$ cat src/rtl/if_stage_pkg.sv
// Shared fetch-stage constants, PC-source encoding and address helpers.
package if_stage_pkg;

  localparam int unsigned XLEN = 32;

  localparam logic [XLEN-1:0] RESET_PC_DEF = 32'h4000_0000;
  localparam logic [XLEN-1:0] NOP_INST_DEF = 32'h0000_0013;

  typedef enum logic [2:0] {
    SEL_RESET,
    SEL_EX,
    SEL_HOLD,
    SEL_ID,
    SEL_SEQ
  } pc_sel_e;

  function automatic logic [XLEN-1:0] word_align(input logic [XLEN-1:0] addr);
    return {addr[XLEN-1:2], 2'b00};
  endfunction

endpackage

$ cat src/rtl/if_hold_buffer.sv
// Keeps the instruction in ID stable across multi-cycle stalls and selects what ID sees.
module if_hold_buffer
  import if_stage_pkg::*;
#(
  parameter logic [XLEN-1:0] NOP_INST = NOP_INST_DEF
) (
  input  logic            clk_i,
  input  logic            rst_i,
  input  logic            stall_i,
  input  logic            ex_redirect_i,
  input  logic            valid_i,
  input  logic [XLEN-1:0] imem_dout_i,
  output logic [XLEN-1:0] inst_o
);

  logic [XLEN-1:0] hold_q, hold_d;
  logic            hold_v_q, hold_v_d;

  // Capture on the first stalled cycle: IMEM data is only trustworthy while en was high.
  always_comb begin
    hold_d   = hold_q;
    hold_v_d = hold_v_q;
    if (ex_redirect_i) begin
      hold_v_d = 1'b0;
    end else if (stall_i && !hold_v_q) begin
      hold_d   = imem_dout_i;
      hold_v_d = 1'b1;
    end else if (!stall_i) begin
      hold_v_d = 1'b0;
    end
  end

  always_ff @(posedge clk_i) begin
    if (rst_i) begin
      hold_q   <= NOP_INST;
      hold_v_q <= 1'b0;
    end else begin
      hold_q   <= hold_d;
      hold_v_q <= hold_v_d;
    end
  end

  assign inst_o = !valid_i ? NOP_INST : (hold_v_q ? hold_q : imem_dout_i);

endmodule

$ cat src/rtl/if_stage.sv
// Instruction-fetch stage: owns the PC, drives the synchronous IMEM and feeds inst/pc/valid to ID.
module if_stage
  import if_stage_pkg::*;
#(
  parameter logic [XLEN-1:0] RESET_PC = RESET_PC_DEF,
  parameter logic [XLEN-1:0] NOP_INST = NOP_INST_DEF
) (
  input  logic            clk,
  input  logic            rst,
  input  logic            stall,
  input  logic            id_redirect,
  input  logic [XLEN-1:0] id_redirect_pc,
  input  logic            ex_redirect,
  input  logic [XLEN-1:0] ex_redirect_pc,
  output logic            imem_en,
  output logic [XLEN-1:0] imem_addr,
  input  logic [XLEN-1:0] imem_dout,
  output logic [XLEN-1:0] id_inst,
  output logic [XLEN-1:0] id_pc,
  output logic            id_valid
);

  logic [XLEN-1:0] pc_q, pc_d;
  logic            valid_q;
  pc_sel_e         pc_sel;

  always_comb begin
    if (rst)              pc_sel = SEL_RESET;
    else if (ex_redirect) pc_sel = SEL_EX;
    else if (stall)       pc_sel = SEL_HOLD;
    else if (id_redirect) pc_sel = SEL_ID;
    else                  pc_sel = SEL_SEQ;
  end

  always_comb begin
    pc_d = pc_q + 32'd4;
    unique case (pc_sel)
      SEL_RESET: pc_d = RESET_PC;
      SEL_EX:    pc_d = ex_redirect_pc;
      SEL_HOLD:  pc_d = pc_q;
      SEL_ID:    pc_d = id_redirect_pc;
      SEL_SEQ:   pc_d = pc_q + 32'd4;
      default:   pc_d = pc_q + 32'd4;
    endcase
    pc_d = word_align(pc_d);
  end

  // The rst cycle itself reads RESET_PC, so the slot after reset is already a real fetch.
  always_ff @(posedge clk) begin
    pc_q    <= pc_d;
    valid_q <= 1'b1;
  end

  assign imem_addr = pc_d;
  assign imem_en   = rst | ex_redirect | ~stall;
  assign id_pc     = pc_q;
  assign id_valid  = valid_q & ~ex_redirect & ~rst;

  if_hold_buffer #(
    .NOP_INST(NOP_INST)
  ) u_hold (
    .clk_i         (clk),
    .rst_i         (rst),
    .stall_i       (stall),
    .ex_redirect_i (ex_redirect),
    .valid_i       (id_valid),
    .imem_dout_i   (imem_dout),
    .inst_o        (id_inst)
  );

endmodule
$ cat config.mk
export PLATFORM = sky130hd
export DESIGN_NAME = if_stage
export DESIGN_NICKNAME = d
export VERILOG_FILES = /design/src/rtl/if_stage_pkg.sv /design/src/rtl/if_hold_buffer.sv /design/src/rtl/if_stage.sv
export SDC_FILE = /design/constraint.sdc
export NUM_CORES = 1
export LEC_CHECK = 0
export CORE_ASPECT_RATIO = 0.75
export CORE_MARGIN = 2
export CORE_UTILIZATION = 40
export DETAILED_ROUTE_END_ITERATION = 8
export GPL_TIMING_DRIVEN = 0
export PLACE_DENSITY_LB_ADDON = 0.15
export SKIP_LAST_GASP = 1
export SLEW_MARGIN = 5
export SYNTH_ARGS = -nofsm -noshare
export SYNTH_HDL_FRONTEND = slang
export SYNTH_HIERARCHICAL = 1
export SYNTH_SLANG_ARGS = --single-unit
$ cat constraint.sdc
create_clock -name clk -period 2.7 [get_ports clk]
set_clock_uncertainty 0.15 [all_clocks]
set_input_delay 0.405 -clock clk [delete_from_list [all_inputs] [get_ports clk]]
set_output_delay 0.405 -clock clk [all_outputs]
set_load 0.01 [all_outputs]
# After elaboration in Yosys (flattened, before gate mapping)
# Index checks and enable logic that the tools add are counted.
word_totals:
  input_bits: 101
  reg_bits: 63
  output_inout_bits: 98
  word_cells: 28
classes:
  n_eq_ne: 4
  add_sub_neg: 1
  bitwise_logic: 6
  n_reduce_logical: 5
  muxes: 9
ops:
  columns: ["operator", "n"]
  rows:
  - ["$pmux W32 S4", 1]
  - ["$mux W32", 2]
  - ["$add A32 B3 Y32 const B", 1]
  - ["$mux W3", 4]
  - ["$eq A3 B2 Y1 const B", 2]
  - ["$eq A3 B1 Y1 const B", 1]
  - ["$logic_not A3 Y1", 1]
  - ["$not A1 Y1", 3]
  - ["$mux W1", 2]
  - ["$ne A2 B1 Y1 const B", 1]
  - ["$or A1 B1 Y1", 2]
  - ["$reduce_and A2 Y1", 1]
  - ["$reduce_or A2 Y1", 1]
  - ["$and A1 B1 Y1", 1]
  - ["$logic_and A1 B1 Y1", 1]
  - ["$logic_not A1 Y1", 1]

# Logic depth before layout (Yosys ltp)
# Gate-level depths: netlist of the first run.
logic_depth:
  word_depth: 6
  ltp_mapped: 7
  ltp_nobuf: 6

# By module
# Netlist of the first run, hierarchy kept.
by_module_without_submodules:
  columns: ["module", "area_per_inst_um2", "n_inst", "cells_per_inst", "seq_area_each_um2"]
  rows:
  - ["if_stage", 2073.2, 1, 253, 600.6]
  - ["if_hold_buffer", 2043.2, 1, 213, 660.6]

# Worst setup path after synthesis of the first run
# Ideal clock, no wire load.
synth_path:
  path_type: "in2out"
  start: "in stall"
  end: "out imem_addr[7]"
  stages: 5
  t_arrival_ns: 1.715
  slack_ns: 0.430
  n_path_buf: 2
  required_time_ns: 2.145
  path_cell_list: "buf_2 nor4_1 buf_2 nand2_1 o311ai_0"
synth_between:
  elab_chain_cells: 5
  word_cells_on_any_way: 8
  classes_between: "3 x eq/ne; 4 x mux; 1 x reduce/logical"
synth_lines:
  columns: ["element", "line", "source"]
  rows:
  - ["start: declaration", "if_stage.sv:10", "input logic stall,"]
  - ["$mux W3 (*)", "if_stage.sv:30", "else if (stall) pc_sel = SEL_HOLD;"]
  - ["$mux W3 (*)", "if_stage.sv:29", "else if (ex_redirect) pc_sel = SEL_EX;"]
  - ["$mux W3 (*)", "if_stage.sv:28", "if (rst) pc_sel = SEL_RESET;"]
  - ["$eq A3 B2 Y1 (tied with other cells)", "if_stage.sv:37", "unique case (pc_sel)"]
  - ["$pmux W32 S4 (*)", "if_stage.sv:37", null]
  - ["end: declaration", "if_stage.sv:16", "output logic [XLEN-1:0] imem_addr,"]
# Mark *: on every way between the ends. The rest lies on a longest branch, timed or not.

# Worst setup path in the final report of the first run
layout_path:
  start: "in stall"
  end: "out imem_addr[23]"
# Same word-level chain as after synthesis.

==> results of run 1 <==
## state kept, by name, indices dropped and copies added, names as in the netlist
register	count
id_pc	30
u_hold/hold_v_q	1
u_hold/hold_q	32
## synthesized netlist by cell type, drive strengths merged, types with 2 or more instances
| library cell | count | area share |
|---|---|---|
| a22o | 7 | 0.015 |
| nand2b | 59 | 0.090 |
| nand2 | 21 | 0.021 |
| xor2 | 7 | 0.015 |
| and4 | 4 | 0.0094 |
| nor3 | 14 | 0.021 |
| a22oi | 9 | 0.016 |
| nor2 | 24 | 0.022 |
| o211ai | 2 | 0.0036 |
| and3 | 3 | 0.0049 |
| nand3 | 13 | 0.017 |
| xnor2 | 9 | 0.019 |
| mux2i | 64 | 0.16 |
| dfxtp | 63 | 0.31 |
| a21oi | 18 | 0.022 |
| o311ai | 2 | 0.0043 |
| nor2b | 32 | 0.049 |
| buf | 26 | 0.054 |
| clkbuf | 12 | 0.011 |
| a211oi | 9 | 0.018 |
| a221o | 4 | 0.0097 |
| a31oi | 3 | 0.0046 |
| o21ai | 18 | 0.022 |
| nor3b | 2 | 0.0049 |
| nand4 | 8 | 0.017 |
| inv | 5 | 0.0046 |
| o221ai | 5 | 0.012 |
| o22ai | 6 | 0.0091 |
| nor4 | 6 | 0.019 |
## power by group
| group | internal [mW] | leakage (nW) | switching, mW |
|---|---|---|---|
| clock | 0.735 | 0.146 | 0.414 |
| combinational | 0.429 | 2.02 | 0.315 |
| sequential | 0.994 | 0.526 | 0.0793 |
| total | 2.16 | 2.70 | 0.808 |
## layer usage
| metal | GRT usage | vias up |
|---|---|---|
| met5 | 0 | - |
| met3 | 0.0734 | 23 |
| met1 | 0.365 | 2218 |
| met4 | 0.0766 | 0 |
| met2 | 0.420 | 226 |
| li1 | - | 2153 |
## kinds of logic after synthesis
group | synth area share
AO/OA/AOI/OAI | 0.148
other | 0.000911
XOR/XNOR | 0.0340
multiplexers | 0.156
AND/OR/NAND/NOR | 0.282
flip-flops | 0.306
adder cells (fa/ha/maj) | 0.00304
buffers and inverters | 0.0693
## worst max-delay path: stages
cell and delay (ps):
dlygate4sd2_1 270, buf_6 140, nor4_2 350, buf_4 240, buf_4 150, a221o_1 130
a21oi_1 70, nor3_2 220, clkdlybuf4s15_2 260
## cell type report
cell class | instances | area share
multi-input combinational | 363 | 0.402
inverter | 5 | 0.00318
timing repair buffer | 224 | 0.299
sequential | 63 | 0.183
buffer | 36 | 0.0473
clock buffer | 12 | 0.0348
clock inverter | 4 | 0.00636
tap | 136 | 0.0240
## worst max path at each step
stage | start | endpoint | slack [ps] | cells after the start
final | stall | imem_addr[23] | -110 | 9
after CTS | ex_redirect | imem_addr[13] | -110 | 7
after global routing | stall | imem_addr[23] | -220 | 9
after global placement | rst | imem_addr[13] | -1200 | 6
after detailed placement | rst | imem_addr[19] | -1200 | 6
after floorplan | stall | imem_addr[7] | 430 | 5
## metrics by stage
stage	total power [mW]	hold slack [ps]	TNS [ps]	setup WS (ps)	area, sq um
2_1_floorplan	1.37	298	0	430	4130
3_3_place_gp	1.76	307	-63380	-1200	6200
4_1_cts	2.95	327	-380	-111	6930
5_1_grt	3.09	340	-1250	-221	7080
3_5_place_dp	1.77	315	-65830	-1200	6200
6_report	2.97	324	-353	-111	7080
## timing repair
item | 4_1_cts | 5_1_grt
cloned | 1 | 0
gates resized for setup | 146 | 71
endpoints found under the setup margin | 64 | 44
buffers inserted | 24 | 9
pin swaps | 10 | 16
==> results.txt, run 1 <==
DRC viols: 0
wl on met1: 6.92 mm
area occupied by registers: 1300 sq um
Max VDD drop: 0.407 mV
hpwl dp: 10.8 mm
Worst Hold Class: flip-flop to flip-flop
Filler cells: 789
WHS Path Cells: 2
non-filler cells in the finished layout: 843
CTS tree: yes
Final nets: 804
first-pass GRT wire length: 23.6 mm
register area share after synthesis: 0.306
Async S/R FF share, synth: 0
Mapped Area: 4120 sq um
Initial DRC Count: 367
Max Cap Violations: 0
Starting Density: 0.405
total grt overflow: 0
Crit Reg-Reg Startpoint: id_pc[10]
Worst Path Max Fanout: 8
Skew-Pair Late Insertion Delay: 330 ps
routability cong.: 0.943
Worst EP arrival: 2260 ps
status: finished with violations
TritonCTS Buffers: 9
Slew @ Worst Pin: 532 ps
Core Footprint: 10200 sq um
most common cell after layout, fill and taps aside: clkdlybuf4s50_1
number of synthesized flops with an enable pin: 0
failing checks: negative setup slack
CTS Buffer Depth: 2
static leakage: 2.70 nW
die area: 11100 sq um
max-slew violation count: 0
io pins: 199
share of cells above drive strength 1: 0.252
Vias: 4620
reg2reg path depth: 7
crit start category: primary input
post-layout util: 0.697
WHS Endpoint: u_hold/hold_q[10]
number of H-tree levels: 3
area occupied by multi-input gates: 2850 sq um
Worst EP required: 2140 ps
unique cell type count in the Yosys netlist: 59
most frequent cells in the layout: 156 x clkdlybuf4s50_1, 64 x mux2i_1, 58 x nand2b_1
RSZ-0062 raised after global routing: true
Power Dens Cells: 419 nW/um^2
CTS root buf: clkbuf_16
fmax: 356 MHz
reg-to-reg endpoint: id_pc[25]
final hold vios: 0
# setup viols final: 7
syn avg cell area: 8.83 sq um
via/cell ratio: 5.48
Die H: 91.9 um
Wirelength per Cell: 18.6 um
Tcrit/Tclk final: 1.04
routed wl met2: 7.26 mm
placed cell count: 795
CTS Hold Bufs: 0
flop-to-flop setup slack: 790 ps
CTS clk-pin slew, worst paths: 50 ps
pin count of the biggest net entering global routing: 12
top_reg_cell synth: dfxtp_1
relative slew slack: 0.645
met3 wire length: 1.35 mm
hold_sp: u_hold/hold_q[10]
critical path type: primary input to output port
CP endpoint kind: output port
vias in the first global route: 4618
Final Critical Period: 2810 ps
PnR worst setup slack: -111 ps
antenna viol nets, final: 0
Tot GR Track Use: 0.269
Area growth, synth to finish: 72.1%
synth warn: 6
CTS sink cnt: 63
die width: 121 um
Ant. Diodes: 0
row count: 32
Seq cells post-synth: 63
Pre-antenna DRT Iters: 6
port bufs: 190
DRT Wirelength: 15.7 mm
Top Metal Used: met4
antenna violations before repair: 0
Syn Inst Count: 466
(Power assumes the default switching activity.)
==> inputs of run 2 (changes only) <==
--- a/config.mk
+++ b/config.mk
@@ -9,4 +9,5 @@
 export CORE_MARGIN = 2
 export CORE_UTILIZATION = 40
+export CTS_CLUSTER_DIAMETER = 120
 export DETAILED_ROUTE_END_ITERATION = 8
 export GPL_TIMING_DRIVEN = 0
==> constraint.sdc (replaced) <==
create_clock -name clk -period 2.7 [get_ports clk]
set_clock_uncertainty 0.15 [all_clocks]
set_input_delay 0.54 -clock clk [delete_from_list [all_inputs] [get_ports clk]]
set_output_delay 0.54 -clock clk [all_outputs]
set_load 0.01 [all_outputs]
==> results.txt, run 2 (same netlist as run 1, synthesis figures left out) <==
status: finished with violations
failing checks: negative setup slack
Combinational Power Share: 0.253
Max VDD drop: 0.396 mV
Initial DRC Count: 339
Area growth, synth to finish: 77.1%
Worst EP required: 2010 ps
total grt overflow: 0
Slew @ Worst Pin: 541 ps
CTS root buf: clkbuf_16
critical path type: flip-flop to output port
Ant. Diodes: 0
Tot GR Track Use: 0.274
hpwl dp: 10.8 mm
Final Critical Period: 2780 ps
post-layout util: 0.717
relative slew slack: 0.639
PnR worst setup slack: -77.9 ps
number of H-tree levels: 3
DRT Wirelength: 15.8 mm
Pre-antenna DRT Iters: 5
CTS clk-pin slew, worst paths: 60 ps
Net Sw Frac: 0.272
port bufs: 190
routability cong.: 0.943
Vias: 4686
CTS Hold Bufs: 0
DRC viols: 0
row count: 32
largest reg by FF count: u_hold/hold_q
Die H: 91.9 um
hold slack: 324 ps
CTS Buffer Depth: 2
RSZ-0062 raised after global routing: true
cell-internal power: 2.16 mW
sequential share of power: 0.361
Core Footprint: 10200 sq um
Worst Path Max Fanout: 6
Tcrit/Tclk final: 1.03
first-pass GRT wire length: 23.9 mm
Max Cap Violations: 0
static leakage: 2.98 nW
CP endpoint kind: output port
via/cell ratio: 5.42
crit start category: flip-flop
vias in the first global route: 4595
crit path capture: imem_addr[29]
Setup WS pre-CTS: -1470 ps
antenna viol nets, final: 0
TritonCTS Buffers: 9
die area: 11100 sq um
reg-to-reg endpoint: id_pc[23]
hold_sp: u_hold/hold_q[10]
Skew-Pair Late Insertion Delay: 330 ps
reg2reg path depth: 7
most common cell after layout, fill and taps aside: clkdlybuf4s50_1
Setup TNS: -338 ps
Wirelength per Cell: 18.3 um
Worst EP arrival: 2090 ps
Filler cells: 776
final hold vios: 0
fmax: 360 MHz
# setup viols final: 10
most frequent cells in the layout: 129 x clkdlybuf4s50_1, 64 x mux2i_1, 58 x nand2b_1
Power Dens Cells: 407 nW/um^2
antenna violations before repair: 0
die width: 121 um
Worst Hold Class: flip-flop to flip-flop
share of cells above drive strength 1: 0.283
Starting Density: 0.405
pin count of the biggest net entering global routing: 11
io pins: 199
Final nets: 826
max reg flops: 32
max-slew violation count: 0
CTS tree: yes
CP Launch Point: id_pc[9]
CTS sink cnt: 63
Clock power frac: 0.386
Crit Reg-Reg Startpoint: id_pc[9]
switching pwr: 0.808 mW
flop-to-flop setup slack: 770 ps
run 2: power by group through the flow:
stage	logic [mW]	clock network, mW	registers [mW]
6_report	0.752	1.15	1.07
5_1_grt	0.800	1.22	1.08
4_1_cts	0.730	1.16	1.07
3_5_place_dp	0.697	0	1.08
3_3_place_gp	0.687	0	1.07
2_1_floorplan	0.294	0	1.08
run 2: critical path, stage by stage (launching register included):
cell	delay [ps]
dfxtp_4	390
nand4_4	170
nor4_4	380
buf_4	190
and2_4	170
nand3_2	60
o211ai_1	220
buf_2	180
run 2: worst min-delay path by stage:
| stage | depth (start not counted) | end | slack (ps) |
|---|---|---|---|
| floorplan | 2 | u_hold/hold_q[10] | 300 |
| global placement | 2 | u_hold/hold_q[14] | 310 |
| detailed placement | 2 | u_hold/hold_q[12] | 320 |
| CTS | 2 | u_hold/hold_q[10] | 330 |
| global route | 2 | u_hold/hold_q[31] | 340 |
| finish | 2 | u_hold/hold_q[10] | 320 |
run 2: metal layers:
layer,up-vias,global-route usage,wire (um)
li1,2200,-,-
met1,2242,0.374,7010
met2,214,0.422,7170
met3,30,0.0790,1320
met4,0,0.0757,319
met5,-,0,0
run 2: through the flow:
step	power [mW]	cell area, sq um	std cells
2_1_floorplan	1.37	4130	469
3_5_place_dp	1.77	6200	795
3_3_place_gp	1.76	6200	795
6_report	2.97	7290	865
4_1_cts	2.96	7050	843
5_1_grt	3.10	7290	865
run 2: area by class of cell:
cell class,count,area [sq um],area share
Buffer,36,344,0.0472
Clock buffer,12,246,0.0338
Clock inverter,4,45.0,0.00618
Inverter,5,18.8,0.00258
Multi-Input combinational cell,364,2890,0.396
Sequential cell,63,1310,0.180
Tap cell,136,170,0.0233
Timing Repair Buffer,245,2260,0.310
run 2: repair_timing:
item                                   in CTS  in global routing
resized for setup                         253                 56
setup buffers                              30                 27
setup endpoints to repair                  67                 32
gates cloned                                2                  0
pin swaps                                  27                 33
endpoints found under the hold margin       0                  0
